$ cat config.mk
export PLATFORM = sky130hd
export DESIGN_NAME = pwm_gen
export DESIGN_NICKNAME = d
export VERILOG_FILES = /design/src/rtl/pwm_pkg.sv /design/src/rtl/pwm_deadtime.sv /design/src/rtl/pwm_gen.sv
export SDC_FILE = /design/constraint.sdc
export NUM_CORES = 1
export LEC_CHECK = 0
export CORE_MARGIN = 2
export CORE_UTILIZATION = 43
export CTS_CLUSTER_DIAMETER = 150
export DETAILED_ROUTE_END_ITERATION = 8
export PLACE_DENSITY_LB_ADDON = 0.15
export SLEW_MARGIN = 30
export SYNTH_ARGS = -nofsm -noshare
export SYNTH_HDL_FRONTEND = slang
export SYNTH_SLANG_ARGS = --single-unit
$ cat constraint.sdc
create_clock -name clk -period 1.8 [get_ports clk]
set_input_delay 0.27 -clock clk [delete_from_list [all_inputs] [get_ports clk]]
set_output_delay 0.27 -clock clk [all_outputs]
set_load 0.01 [all_outputs]
$ cat src/rtl/pwm_pkg.sv
// pwm_pkg: shared state type and sizing constants for the PWM generator.
package pwm_pkg;

    typedef enum logic [1:0] {
        IDLE  = 2'd0,
        ARM   = 2'd1,
        RUN   = 2'd2,
        DRAIN = 2'd3
    } pwm_state_e;

    localparam int PWM_WIDTH_DEF = 8;
    localparam int DT_CNT_W      = 4;

endpackage

$ cat src/rtl/pwm_deadtime.sv
// pwm_deadtime: complementary output pair with a blanking gap after every compare change.
// Only compiled when PWM_DEADTIME_EN is defined.
`ifdef PWM_DEADTIME_EN
module pwm_deadtime
    import pwm_pkg::*;
#(
    parameter int DT_CYCLES = 2
) (
    input  logic clk,
    input  logic rst,
    input  logic i_en,
    input  logic i_cmp,
    output logic o_pwm,
    output logic o_pwm_n
);

    localparam logic [DT_CNT_W-1:0] DT_LOAD = DT_CNT_W'(DT_CYCLES);

    logic [1:0]          r_prev;
    logic [DT_CNT_W-1:0] r_dt_cnt;
    logic                r_pwm;
    logic                r_pwm_n;
    logic                w_changed;

    // Enable is part of the change detect so a fresh start also gets a gap.
    assign w_changed = ({i_en, i_cmp} != r_prev);

    always_ff @(posedge clk) begin
        if (rst) begin
            r_prev   <= 2'b00;
            r_dt_cnt <= '0;
            r_pwm    <= 1'b0;
            r_pwm_n  <= 1'b0;
        end else begin
            r_prev <= {i_en, i_cmp};
            if (w_changed) begin
                r_dt_cnt <= DT_LOAD;
                r_pwm    <= 1'b0;
                r_pwm_n  <= 1'b0;
            end else if (r_dt_cnt > DT_CNT_W'(1)) begin
                r_dt_cnt <= r_dt_cnt - 1'b1;
                r_pwm    <= 1'b0;
                r_pwm_n  <= 1'b0;
            end else begin
                r_dt_cnt <= '0;
                r_pwm    <= i_en & i_cmp;
                r_pwm_n  <= i_en & ~i_cmp;
            end
        end
    end

    assign o_pwm   = r_pwm;
    assign o_pwm_n = r_pwm_n;

endmodule
`endif

$ cat src/rtl/pwm_gen.sv
// pwm_gen: edge-aligned PWM following an external wrap counter, double-buffered duty.
// Define PWM_DEADTIME_EN for the complementary output with dead-time (pwm_deadtime).
//
// state | meaning
// IDLE  | outputs low, waiting for pwm_en
// ARM   | enabled, waiting for the next wrap so the first period is whole
// RUN   | generating PWM
// DRAIN | pwm_en dropped, finishing the current period
module pwm_gen
    import pwm_pkg::*;
#(
    parameter int WIDTH     = PWM_WIDTH_DEF,
    parameter int DT_CYCLES = 2
) (
    input  logic             clk,
    input  logic             rst,
    input  logic             cnt_en,
    input  logic [WIDTH-1:0] count,
    input  logic             carry,
    input  logic [WIDTH-1:0] duty_in,
    input  logic             duty_valid,
    output logic             duty_ready,
    input  logic             pwm_en,
    output logic             pwm_out,
    output logic             pwm_n,
    output logic             period_done,
    output logic [WIDTH-1:0] duty_active,
    output logic             running
);

    if (DT_CYCLES < 1 || DT_CYCLES > 15) begin : g_dt_range
        $error("pwm_gen: DT_CYCLES must be in 1..15");
    end

    pwm_state_e       r_state;
    logic             r_running;
    logic             r_period_done;
    logic [WIDTH-1:0] r_duty_active;
    logic [WIDTH-1:0] r_pend_duty;
    logic             r_pend_full;
    logic             w_bnd;
    logic             w_load;
    logic             w_cmp;

    assign w_bnd  = carry & cnt_en;
    assign w_load = duty_valid & ~r_pend_full;
    assign w_cmp  = r_running & (count < r_duty_active);

    // A load coinciding with a wrap lands in pending and waits one more period.
    always_ff @(posedge clk) begin
        if (rst) begin
            r_duty_active <= '0;
            r_pend_duty   <= '0;
            r_pend_full   <= 1'b0;
        end else if (w_bnd && r_pend_full) begin
            r_duty_active <= r_pend_duty;
            r_pend_full   <= 1'b0;
        end else if (w_load) begin
            r_pend_duty   <= duty_in;
            r_pend_full   <= 1'b1;
        end
    end

    always_ff @(posedge clk) begin
        if (rst) begin
            r_state       <= IDLE;
            r_running     <= 1'b0;
            r_period_done <= 1'b0;
        end else begin
            r_period_done <= w_bnd & r_running;
            case (r_state)
                IDLE: begin
                    if (pwm_en) r_state <= ARM;
                end
                ARM: begin
                    if (!pwm_en) begin
                        r_state <= IDLE;
                    end else if (w_bnd) begin
                        r_state   <= RUN;
                        r_running <= 1'b1;
                    end
                end
                RUN: begin
                    if (!pwm_en) r_state <= DRAIN;
                end
                DRAIN: begin
                    if (pwm_en) begin
                        r_state <= RUN;
                    end else if (w_bnd) begin
                        r_state   <= IDLE;
                        r_running <= 1'b0;
                    end
                end
                default: begin
                    r_state   <= IDLE;
                    r_running <= 1'b0;
                end
            endcase
        end
    end

`ifdef PWM_DEADTIME_EN
    pwm_deadtime #(
        .DT_CYCLES (DT_CYCLES)
    ) u_deadtime (
        .clk     (clk),
        .rst     (rst),
        .i_en    (r_running),
        .i_cmp   (w_cmp),
        .o_pwm   (pwm_out),
        .o_pwm_n (pwm_n)
    );
`else
    logic r_pwm_out;

    always_ff @(posedge clk) begin
        if (rst) r_pwm_out <= 1'b0;
        else     r_pwm_out <= w_cmp;
    end

    assign pwm_out = r_pwm_out;
    assign pwm_n   = 1'b0;
`endif

    assign duty_ready  = ~r_pend_full;
    assign duty_active = r_duty_active;
    assign period_done = r_period_done;
    assign running     = r_running;

endmodule

* Word level (Yosys, flattened, before mapping)
Cells that the tools add are included.
** Word-level totals
- Input bits :: 22
- Register bits :: 22
** Cells by class
- Bitwise gates (word level) :: 6
- Eq/ne operators :: 11
- $lt $le $gt $ge :: 1
- Multiplexer cells :: 12
- Reductions and logical operators :: 7
** Operator list (number)
- 2-to-1 mux 2 bit :: 6
- != test 2 bit, second input constant :: 6
- < comparator 8 bit :: 1
- case mux 2 bit (4 select lines) :: 1
- != test 3 bit, second input constant :: 2
- AND reduction 5 bit :: 1
- bitwise AND 1 bit :: 4
- equality test 2 bit, second input constant :: 2
- 2-to-1 mux 1 bit :: 4
- AND reduction 4 bit :: 1
- equality test 2 x 1 -> 1 bit, second input constant :: 1
- logical NOT 2 bit :: 1
- inverter 1 bit :: 2
- case mux 1 bit (2 select lines) :: 1
- AND reduction 2 bit :: 1
- nonzero test 2 bit :: 1
- OR reduction 2 bit :: 1
- logical AND 1 bit :: 1

* Logic depth before layout (Yosys ltp)
Gate-level depths: netlist (run 1).
- Word-level depth :: 4
- Mapped depth :: 6
- Gate-level depth less buffers :: 6

* Least setup slack after synthesis (run 1)
OpenSTA, ideal clock, no wires.
- Path type :: flip-flop to flip-flop
- From :: reg r_duty_active[1] (netlist: duty_active[1])
- To :: reg r_pwm_out (netlist: pwm_out)
- Setup time :: 0.103 ns
- Period minus slack after synthesis :: 1.446 ns
- Slack :: 0.354 ns
- Path buffers :: 0
- Cell stages (with the launch flop) :: 7
- Arrival time :: 1.343 ns
- Cell sequence :: dfxtp_1 > inv_1 > ha_1 > or3b_1 > o2111ai_1 > a31oi_1 > a2111oi_2
** On the way
- Word-level cells in the longest chain between the ends :: 2
** Ends and longest elaborated chain
- from (decl) :: RTL line pwm_gen.sv:38 : logic [WIDTH-1:0] r_duty_active;
- from (signal assigned) :: RTL line pwm_gen.sv:56 : r_duty_active <= r_pend_duty;
- < comparator 8 bit :: RTL line pwm_gen.sv:47 : assign w_cmp = r_running & (count < r_duty_active);
- bitwise AND 1 bit :: RTL line pwm_gen.sv:47
- to (signal assigned) :: RTL line pwm_gen.sv:118 : else r_pwm_out <= w_cmp;
- to (decl) :: RTL line pwm_gen.sv:114 : logic r_pwm_out;
Every way passes these cells.
A chain may end at the register's enable or synchronous reset.

* Worst setup path after layout (run 1)
- From :: reg r_pend_full
- To :: out duty_ready
** On the way
- Word-level cells in the longest chain between the ends :: 1
** Ends and longest elaborated chain
- from (decl) :: RTL line pwm_gen.sv:40 : logic r_pend_full;
- from (signal assigned) :: RTL line pwm_gen.sv:54 : r_pend_full <= 1'b0;
- from (signal assigned) :: RTL line pwm_gen.sv:57 : r_pend_full <= 1'b0;
- from (signal assigned) :: RTL line pwm_gen.sv:60 : r_pend_full <= 1'b1;
- inverter 1 bit :: RTL line pwm_gen.sv:125 : assign duty_ready = ~r_pend_full;
- to (decl) :: RTL line pwm_gen.sv:22 : output logic duty_ready,
Every way passes these cells.

==> metrics.txt, run 1 <==
Tot GR Track Use=0.159; Leak=between 0.4 and 0.5 nW; Post-Syn Area=roughly 950 sq um; critical path's largest stage delay=0.54 ns; endpoints failing hold=0; RSZ-0062 raised after global routing=no; Worst Path Arrival=1.28 ns; critical path, cell by cell=inv_1, clkdlybuf4s50_1; final setup vio count=0; critical path's slowest cell=clkdlybuf4s50_1; Synth top area share=0.461; Num CTS Buffers=3; die area=~2600 sq um; number of global-route vias before repair=763; setup TNS=0 ns; total number of vias=roughly 810; IO Port Bufs=33; CP startpoint=r_pend_full; share of cells above drive strength 1=0.0563; Switching Share=0.229; Switch Pwr=0.000214 W; largest cells by area after synthesis=dfxtp_1 (46%), mux2i_1 (9.4%), ha_1 (9.2%), nand2_1 (7.1%), a21oi_1 (4.7%); outcome=completed; Syn Area/Cell=8.92 sq um; Routed WL per cell=10.6 um; sequential share of the synthesized area=0.461; initial antenna violation count=0; GP Congestion=about 0.70; combinational family with the most area after synthesis=simple AND/OR/NAND/NOR gates; Synth Register Bits=22; reg-to-reg setup timing slack=slightly above 0.3 ns; most frequent cells in the layout=clkdlybuf4s50_1 (33), dfxtp_1 (22), nand2_1 (18), nor2_1 (12); Power Internal=a little over 0.0007 W; Post CTS Setup Buffer Count=0; reg2reg path depth=6; Hold WC Path Type=flip-flop to flip-flop; Final Slew Violations=0; Mapped Nets=around 140; RR Startpoint=duty_active[1]; die width=just over 50 um; first-pass GRT wire length=3.14 mm; gr ovfl total=0; Finished Layout Cells=170; multi-input logic area=464 sq um; period utilization=0.861; H-tree levels=1; Worst Path Required=1.53 ns; Synth Area in XOR/XNOR=0.00917; NumNets Final=172; Place WS=-0.00554 ns; vias per cell=about 4.8; Die Height=51.1 um; Synth area leader=dfxtp_1; Worst Setup Slack, final=roughly 0.25 ns; clock share of power=0.285; clock latency on the worst-skew pair=0.30 ns; synth warn=0; Synth Area in Adders=0.0917; drt total wl=1.81 mm; Cells after DPL=about 170; Post-Syn Instances=107; largest net degree at the start of global routing=21; core region area=2150 sq um; max cap viols=0; synth unique cells=26; Worst Setup EP=duty_ready; PostCTS Resize Cnt=0; initial core utilization=0.444; DP HPWL=1.46 mm; Simple-Gate Fraction of Synth Area=0.176; First-pass DRT Iterations=4; Reg clk slew, reported paths=0.12 ns; TritonCTS clock tree=built; Rows=17; Reg power frac=0.557; CTS sink count=22; Critical Path Start Type=flip-flop; fmax=approximately 0.65 GHz; sequential cell area=between 400 and 500 sq um; post-synthesis mux area share=0.0944; Critical Path Fanout Max=4; CP endpoint kind=output port; Layout area overhead=41.5%; Fillers=between 150 and 200; Inserted Diodes=0; Hold Buf Count CTS=0; DRT iter0 DRCs=10; io pins=35; clock root buffer master=clkbuf_4; CP Class=flip-flop to output port; DRC Markers=0; Synth Area in Compound Gates=0.111; most common cell after layout, fill and taps aside=clkdlybuf4s50_1; Finished Cell Area=between 1000 and 1500 sq um; Placement Cell Area=around 1300 sq um; Comb power frac=0.158; clock buffer depth=2; Final ANT Viol Nets=0; clock period minus final worst setup slack=about 1.5 ns; PwrDens=692 nW/um^2; FF-to-FF End=pwm_out; clk_skew=between 0.005 and 0.006 ns; maximum VDD drop=513 uV
## state kept, by name, indices dropped and copies added, names as in the netlist, named ones only
name         flops
pwm_out          1
r_state          1
r_pend_full      1
duty_active      8
r_pend_duty      8
running          1
period_done      1
## routing by layer
metal	vias to the layer above	global-route usage	wire [um]
li1	427	-	-
met1	358	0.204	840
met2	26	0.264	832
met3	2	0.0175	118
met4	0	0.0811	14
met5	-	0	0
## critical path: cells and delay by family (launching register included)
| kind | cells | cell delay [ns] |
|---|---|---|
| buf+inv | 2 | 0.63 |
| flops | 1 | 0.35 |
## power by group through the flow
stage | clock network, W | logic [W] | registers [W]
floorplan | 0 | 0.0000718 | 0.000531
global placement | 0 | 0.000146 | 0.000531
detailed placement | 0 | 0.000150 | 0.000532
CTS | 0.000273 | 0.000151 | 0.000521
global route | 0.000300 | 0.000167 | 0.000524
finish | 0.000266 | 0.000148 | 0.000521
## cell usage after synthesis
master	count
nor3_1	2
a31oi_1	1
a2bb2oi_1	1
a211oi_1	1
nand3_1	1
ha_1	7
o21a_1	1
o2111ai_1	1
nor2b_1	1
inv_1	8
buf_2	1
nor2_2	1
nand2_1	18
buf_4	1
nor2_1	12
mux2i_1	9
clkbuf_1	2
a21oi_1	9
nand2b_1	2
a2111oi_2	1
or3b_1	1
o211ai_1	1
conb_1	1
xnor2_1	1
dfxtp_1	22
and3_1	1
## cell families after synthesis
| family | count (synthesis) |
|---|---|
| other cells | 1 |
| simple gates | 39 |
| fa+ha+maj | 7 |
| flops | 22 |
| compound gates | 16 |
| mux | 9 |
| xor+xnor | 1 |
| buf+inv | 12 |
## worst min path at each step
stage | from | endpoint | cells past startpoint
2_1_floorplan | duty_in[0] | r_pend_duty[0] | 2
4_1_cts | r_pend_duty[6] | duty_active[6] | 2
5_1_grt | r_pend_duty[6] | duty_active[6] | 2
6_report | r_pend_duty[6] | duty_active[6] | 2
3_3_place_gp | r_pend_duty[2] | duty_active[2] | 2
3_5_place_dp | r_pend_duty[6] | duty_active[6] | 2
## layout make-up
cell class | count | share of cell area
repair buffers | 35 | 0.256
clock buffers | 4 | 0.0269
well taps | 28 | 0.0259
inverters | 8 | 0.0222
flip-flops and latches | 22 | 0.326
multi-input cells | 73 | 0.344
## metrics by stage
stage / hold slack [ns] / utilization / total power [W]
floorplan: 0.417 / - / 0.000603
global placement: 0.446 / 0.612 / 0.000678
detailed placement: 0.452 / 0.612 / 0.000682
CTS: 0.470 / 0.629 / 0.000945
global route: 0.492 / 0.629 / 0.000990
finish: 0.467 / 0.629 / 0.000935
(Power assumes the default switching activity.)
==> run 2: changes to the inputs <==
--- a/config.mk
+++ b/config.mk
@@ -9,6 +9,7 @@
 export CORE_UTILIZATION = 43
 export CTS_CLUSTER_DIAMETER = 150
 export DETAILED_ROUTE_END_ITERATION = 8
+export GPL_TIMING_DRIVEN = 0
 export PLACE_DENSITY_LB_ADDON = 0.15
 export SLEW_MARGIN = 30
 export SYNTH_ARGS = -nofsm -noshare
==> metrics.txt, run 2 (synthesized netlist as in run 1, its figures left out) <==
outcome=completed; Cells after DPL=168; clock root buffer master=clkbuf_4; DP HPWL=between 1 and 1.5 mm; clock share of power=0.241; io pins=35; number of global-route vias before repair=between 700 and 800; period utilization=0.857; Fillers=200; Switch Pwr=0.000206 W; PostCTS Resize Cnt=0; Worst Hold Launch=r_pend_duty[0]; reg-to-reg setup timing slack=0.30 ns; CP Class=flip-flop to output port; Final Slew Violations=0; Critical Path Fanout Max=4; gr ovfl total=0; initial core utilization=0.444; maximum VDD drop=~430 uV; die width=approximately 51 um; most frequent cells in the layout=clkdlybuf4s50_1 (33), dfxtp_1 (22), nand2_1 (18), nor2_1 (12); DRC Markers=0; first-pass GRT wire length=between 3 and 4 mm; die area=roughly 2600 sq um; critical path's slowest cell=clkdlybuf4s50_1; PwrDens=around 660 nW/um^2; drt total wl=1.77 mm; Worst Path Required=about 1.5 ns; DRT iter0 DRCs=3; Placement Cell Area=1320 sq um; core region area=~2100 sq um; total power=0.000882 W; Reg clk slew, reported paths=roughly 0.11 ns; Finished Cell Area=1340 sq um; Final ANT Viol Nets=0; largest net degree at the start of global routing=12; Comb power frac=0.169; clk_skew=roughly 0.0027 ns; vias per cell=between 4 and 5; NumNets Final=around 170; max cap viols=0; total number of vias=792; setup TNS=0 ns; CP endpoint kind=output port; Die Height=51.1 um; sequential cell area=440 sq um; Worst Path Arrival=roughly 1.3 ns; initial antenna violation count=0; final setup vio count=0; most common cell after layout, fill and taps aside=clkdlybuf4s50_1; fmax=0.648 GHz; Routed WL per cell=between 10 and 15 um; Leak=between 0.4 and 0.5 nW; Hold Buf Count CTS=0; Num CTS Buffers=3; Tot GR Track Use=0.158; RR Startpoint=duty_active[1]; critical path, cell by cell=inv_1, clkdlybuf4s50_1; Switching Share=0.234; Hold WC Path Type=flip-flop to flip-flop; Layout area overhead=40.6%; endpoints failing hold=0; share of cells above drive strength 1=0.0490; clock buffer depth=2; Finished Layout Cells=approximately 170; RSZ-0062 raised after global routing=no; clock latency on the worst-skew pair=approximately 0.30 ns; CP startpoint=r_pend_full; Critical Path Start Type=flip-flop; Power Internal=between 0.0006 and 0.0007 W; critical path's largest stage delay=between 0.5 and 0.6 ns; Reg power frac=0.590; multi-input logic area=~460 sq um; Inserted Diodes=0; Post CTS Setup Buffer Count=0; H-tree levels=1; IO Port Bufs=33; TritonCTS clock tree=built; GP Congestion=around 0.66; Rows=17; clock period minus final worst setup slack=approximately 1.5 ns; CTS sink count=22; First-pass DRT Iterations=3
## run 2: path summary, 6_finish.rpt
| kind | depth (start not counted) | end |
|---|---|---|
| hold / removal | 2 | duty_active[0] |
| setup reg to reg | 6 | pwm_out |
| setup / recovery | 2 | duty_ready |
| hold reg to reg | 2 | duty_active[0] |
## run 2: critical path, delay by kind of cell, from the launching register on
kind	cells	cell delay [ns]
buffers and inverters	2	0.63
DFF	1	0.35
## run 2: routing by layer
layer / GRT usage / vias to the layer above / share of wire
li1: - / 432 / -
met1: 0.187 / 330 / 0.49
met2: 0.260 / 25 / 0.43
met3: 0.0351 / 5 / 0.059
met4: 0.0946 / 0 / 0.023
met5: 0 / - / 0
## run 2: power by group through the flow
stage	Sequential [W]	Combinational [W]	Clock, W
2_1_floorplan	0.000531	0.0000718	0
3_3_place_gp	0.000531	0.000146	0
3_5_place_dp	0.000531	0.000150	0
4_1_cts	0.000520	0.000151	0.000219
5_1_grt	0.000523	0.000165	0.000242
6_report	0.000521	0.000149	0.000213
## run 2: area by class of cell
class | instances | share of cell area
plain buffers | 4 | 0.0149
clock buffers | 3 | 0.0168
inverters | 8 | 0.0224
multi-input cells | 73 | 0.346
flip-flops and latches | 22 | 0.328
well taps | 28 | 0.0261
repair buffers | 33 | 0.246
## run 2: per-stage QoR
stage	utilization	hold WS [ns]	setup slack, ns
detailed placement	0.614	0.453	-0.0340
global route	0.625	0.494	0.174
CTS	0.625	0.469	0.245
finish	0.625	0.466	0.257
global placement	0.614	0.447	-0.0201
floorplan	-	0.417	0.354
